<file path="src/rtl/lab2_hazard_seq.sv">
// lab2_hazard_seq
// Stimulus sequencer for the hazard lab circuit Y = AB'C + C'D and its
// hazard-free variants Y1/Y2. A run walks all 16 input vectors in Gray-code
// order (one input changes per step), lets each settle for SETTLE cycles,
// then samples y/y1/y2 against a golden model and counts mismatches.
//
// Optional build macro: HAZARD_GLITCH_MON_EN
//   When defined, a monitor counts settle windows with 2+ edges on y_in.
//   When undefined, glitch_cnt is tied to 0.
//
// Ports
//   clk, reset          clock (rising edge), async active-high reset
//   start               level run request, honoured only in IDLE
//   y_in, y1_in, y2_in  outputs of the circuit under test
//   a, b, c, d          registered stimulus (a = MSB of Gray vector)
//   busy                high in every state but IDLE
//   done                one-cycle pulse when a run completes
//   err_y/err_y1/err_y2 saturating mismatch counts per DUT output
//   glitch_cnt          saturating count of glitchy settle windows
module lab2_hazard_seq #(
  parameter int SETTLE = 4,
  parameter int CNT_W  = 5
) (
  input  logic             clk,
  input  logic             reset,
  input  logic             start,
  input  logic             y_in,
  input  logic             y1_in,
  input  logic             y2_in,
  output logic             a,
  output logic             b,
  output logic             c,
  output logic             d,
  output logic             busy,
  output logic             done,
  output logic [CNT_W-1:0] err_y,
  output logic [CNT_W-1:0] err_y1,
  output logic [CNT_W-1:0] err_y2,
  output logic [CNT_W-1:0] glitch_cnt
);

  typedef enum logic [2:0] {
    S_IDLE, S_DRIVE, S_SETTLE, S_SAMPLE, S_DONE
  } state_t;

  localparam logic [7:0]       SETTLE_LD = 8'(SETTLE - 1);
  localparam logic [CNT_W-1:0] CNT_MAX   = '1;

  state_t     state, state_nx;
  logic [3:0] idx;
  logic [7:0] settle_cnt;
  logic       exp_y;
  logic       run_go;

  function automatic logic [CNT_W-1:0] sat_inc(input logic [CNT_W-1:0] v,
                                               input logic en);
    return (en && v != CNT_MAX) ? v + CNT_W'(1) : v;
  endfunction

  // Golden response computed from the vector currently being driven.
  assign exp_y  = (a & ~b & c) | (~c & d);
  assign run_go = (state == S_IDLE) && start;
  assign busy   = (state != S_IDLE);
  assign done   = (state == S_DONE);

  always_comb begin
    state_nx = state;
    case (state)
      S_IDLE:   if (start) state_nx = S_DRIVE;
      S_DRIVE:  state_nx = S_SETTLE;
      S_SETTLE: if (settle_cnt == 8'd0) state_nx = S_SAMPLE;
      S_SAMPLE: state_nx = (idx == 4'd15) ? S_DONE : S_DRIVE;
      S_DONE:   state_nx = S_IDLE;
      default:  state_nx = S_IDLE;
    endcase
  end

  always_ff @(posedge clk or posedge reset) begin
    if (reset) begin
      state      <= S_IDLE;
      idx        <= '0;
      settle_cnt <= '0;
      {a, b, c, d} <= 4'b0000;
      err_y      <= '0;
      err_y1     <= '0;
      err_y2     <= '0;
    end else begin
      state <= state_nx;
      case (state)
        S_IDLE: if (start) begin
          idx    <= '0;
          err_y  <= '0;
          err_y1 <= '0;
          err_y2 <= '0;
        end
        S_DRIVE: begin
          {a, b, c, d} <= idx ^ (idx >> 1);
          settle_cnt   <= SETTLE_LD;
        end
        S_SETTLE: if (settle_cnt != 8'd0) settle_cnt <= settle_cnt - 8'd1;
        S_SAMPLE: begin
          err_y  <= sat_inc(err_y,  y_in  != exp_y);
          err_y1 <= sat_inc(err_y1, y1_in != exp_y);
          err_y2 <= sat_inc(err_y2, y2_in != exp_y);
          if (idx != 4'd15) idx <= idx + 4'd1;
        end
        default: ;
      endcase
    end
  end

`ifdef HAZARD_GLITCH_MON_EN
  // Edge counter over the settle window. The first SETTLE cycle compares
  // against y_in from the DRIVE cycle, so the legitimate output change
  // counts as one edge; a hazard pulse adds two more.
  logic       y_q;
  logic [1:0] edge_cnt;
  logic [CNT_W-1:0] glitch_r;

  always_ff @(posedge clk or posedge reset) begin
    if (reset) begin
      y_q      <= 1'b0;
      edge_cnt <= 2'd0;
      glitch_r <= '0;
    end else begin
      y_q <= y_in;
      if (run_go) glitch_r <= '0;
      case (state)
        S_DRIVE:  edge_cnt <= 2'd0;
        S_SETTLE: if (y_in != y_q && edge_cnt != 2'd3) edge_cnt <= edge_cnt + 2'd1;
        S_SAMPLE: glitch_r <= sat_inc(glitch_r, edge_cnt >= 2'd2);
        default: ;
      endcase
    end
  end

  assign glitch_cnt = glitch_r;
`else
  assign glitch_cnt = '0;
`endif

endmodule

</file>
<file path="config.mk">
export PLATFORM = sky130hd
export DESIGN_NAME = lab2_hazard_seq
export DESIGN_NICKNAME = d
export VERILOG_FILES = /design/src/rtl/lab2_hazard_seq.sv
export SDC_FILE = /design/constraint.sdc
export NUM_CORES = 1
export LEC_CHECK = 0
export ABC_AREA = 1
export CAP_MARGIN = 0
export CORE_MARGIN = 10
export CORE_UTILIZATION = 45
export CTS_BUF_LIST = sky130_fd_sc_hd__clkbuf_2 sky130_fd_sc_hd__clkbuf_4 sky130_fd_sc_hd__clkbuf_8
export DETAILED_ROUTE_END_ITERATION = 8
export DONT_BUFFER_PORTS = 1
export MAX_ROUTING_LAYER = met4
export PLACE_DENSITY = 0.61
export REMOVE_ABC_BUFFERS = 1
export SYNTH_ARGS = -nofsm -noshare
export SYNTH_HDL_FRONTEND = slang
export SYNTH_SLANG_ARGS = --single-unit
</file>
<file path="constraint.sdc">
create_clock -name clk -period 2.25 [get_ports clk]
set_clock_uncertainty 0.15 [all_clocks]
set_input_delay 0.3375 -clock clk [delete_from_list [all_inputs] [get_ports clk]]
set_output_delay 0.3375 -clock clk [all_outputs]
set_load 0.1 [all_outputs]
</file>
==> run summary <==
• **worst hold-check path type** input port to flip-flop
• **required time of the worst setup path** 2.33 ns
• **Synth area leader** dfrtp_1
• **IO Count** 32
• **fraction of final layout cells with drive strength greater than 1** 0.154
• **achievable frequency** 0.559 GHz
• **Worst setup SP type** flip-flop
• **first-pass GRT wire length** 7.49 mm
• **average routed wire per standard cell** 13.1 um
• **CP Capture Type** flip-flop
• **most common cell after layout, fill and taps aside** nand2_1
• **mapped cell area** 1960 sq um
• **final worst setup slack** 0.461 ns
• **TritonCTS clock tree** yes
• **root cell of the clock tree** clkbuf_8
• **cell leakage power** 1.27 nW
• **power density over the cells** 1360 nW/um^2
• **actual transition at the worst max-transition pin** 0.521 ns
• **worst setup path class** flip-flop to flip-flop
• **row cnt** 23
• **Core Area** 4120 sq um
• **Die Footprint** 7390 sq um
• **Final ANT Viol Nets** 0
• **biggest area contributors in the synthesized netlist** dfrtp_1, nand2_1, nand3_1
• **WL final** 4.31 mm
• **Layout fillers** 386
• **Critical path origin** err_y1[0]
• **synthesized area per cell** 7.83 sq um
• **RSZ-0062 raised after global routing** false
• **final HPWL from detailed placement** 3.30 mm
• **setup-violating endpoint count in the final report** 0
• **number of nets in the final layout** 294
• **global router's overall resource usage** 0.127
• **sequential share of the synthesized area** 0.435
• **final hold slack** 0.201 ns
• **global route total overflow** 0
• **Clock Sink Count** 34
• **initial core utilization** 0.476
• **number of pins exceeding their max-slew limit in the final report** 0
• **peak ir drop on the vdd network** 0.666 mV
• **antenna diode instance count** 0
• **vias in the first global route** 1593
• **maxcap violations** 0
• **later-pin clock latency in the skew report** 0.28 ns
• **area growth from synthesis to final layout** 17.8%
• **Pre-Repair DR Iteration Count** 4
• **number of CTS-inserted buffers** 5
• **total number of vias** 1644
• **number of levels in the clock H-tree** 2
• **number of violations reported at the end of detailed-routing iteration 0** 96
• **signal arrival time at the worst endpoint** 1.86 ns
• **Worst R2R Start** err_y1[0]
• **clock-pin transition on the worst setup and hold timing paths** 0.07 ns
• **library cell contributing the largest single delay on the critical path** dfrtp_1
• **minimum clock period** 1.79 ns
• **Tcrit/Tclk final** 0.795
• **number of antenna violations at the first check in global routing** 0
• **Hold Violations, Final** 0
• **Mapped Cells** 250
• **highest-count cells in the layout ignoring fill and taps** nand2_1, nand3_1, dfrtp_1
• **number of DRC violations after detailed routing** 0
• **post-synth top area share** 0.435
• **maximum cell stage delay along the critical path** 0.38 ns
• **die boundary height** 86.0 um
• **peak fanout along the critical path** 4
• **Yosys cell types** 25
• **min-delay src** y_in
• **run status** completed
• **#FFs+latches synth** 34
• **horizontal extent of the die** 86.0 um
• **pin count of the biggest net entering global routing** 35
• **global placer's final weighted congestion** 0.866
• **DP Worst Slack** 0.480 ns
• **total power after layout** 3.14 mW
• **number of buffers on the longest clock path** 2
• **number of buffers inserted by port buffering** 0
• **warnings from Yosys** 0
• **slew margin rel.** 0.651
• **mean number of vias per cell** 5.00
• **worst-path cell chain** ha_1 > and3_1 > ha_1 > inv_1 > nand3_1 > nor2_1 > nand3_1 > nand2_1
-- state kept, by name, summed over array words and instances (netlist names) --
register,cells
a,1
b,1
c,1
d,1
err_y,5
err_y1,5
err_y2,5
idx,4
settle_cnt,8
state,3
-- layer usage --
metal  share of wire  GRT usage  up-vias  wire [um]
met5               0          -        -          0
met4          0.0095     0.0404        0         41
met3           0.066     0.0464        5        283
met2            0.46      0.188       24       1990
met1            0.46      0.158      749       1990
li1                -          -      866          -
-- area by class of cell --
cell class	instances	area (sq um)	share of cell area
Multi-Input combinational cell	189	990	0.429
Clock buffer	8	110	0.0477
Inverter	24	90.1	0.0391
Tap cell	50	62.6	0.0271
Sequential cell	34	851	0.369
Timing Repair Buffer	24	203	0.0879
-- synthesized netlist by cell type, drive strengths merged --
cell	number
nor3b	2
nand4	4
ha	10
buf	7
dfrtp	34
a21oi	7
and2	2
nor3	3
xor2	7
nand3	38
nand2	66
o21ai	12
nor2	28
conb	1
nand3b	3
and3	2
inv	24
-- per-stage QoR --
stage,utilization,TNS (ns),std cells,cell area (sq um)
floorplan,-,-0.738,247,1930
global placement,0.531,0,320,2190
detailed placement,0.531,0,320,2190
CTS,0.560,0,329,2310
global route,0.560,0,329,2310
finish,0.560,0,329,2310
-- final timing paths --
check / slack, ns / cells past startpoint / end
min in group asynchronous: 0.44 / 3 / settle_cnt[3]
hold / removal: 0.20 / 3 / err_y[0]
setup reg to reg: 0.46 / 8 / err_y1[1]
max in group asynchronous: 1.19 / 3 / err_y2[2]
setup / recovery: 0.46 / 8 / err_y1[1]
hold reg to reg: 0.38 / 1 / idx[0]
-- cell families (layout without fill, tap and decap cells) --
logic type | count (synthesis) | in the layout | synth area share
compound gates | 19 | 19 | 0.0505
fa+ha+maj | 10 | 10 | 0.0639
buf+inv | 31 | 56 | 0.0703
other cells | 1 | 5 | 0.00192
flops | 34 | 34 | 0.435
simple gates | 148 | 148 | 0.348
xor+xnor | 7 | 7 | 0.0313
-- worst max-delay path: cells and delay by family, from the launching register on --
family	cells	cell delay, ns
adders and majority gates	2	0.39
and+or+nand+nor	5	0.77
DFF	1	0.38
buffers and inverters	1	0.05
-- report_power, final --
group	total [mW]	internal (mW)	switching, mW	leakage (nW)
clock	0.527	0.309	0.218	0.0575
combinational	1.70	0.412	1.29	0.757
sequential	0.905	0.768	0.137	0.455
-- repair_timing --
item,in CTS,in global routing
setup buffers,0,0
gates resized for setup,0,0
setup endpoints to repair,0,0
hold buffers,1,0
hold endpoints to repair,34,0
(Power assumes the default switching activity.)
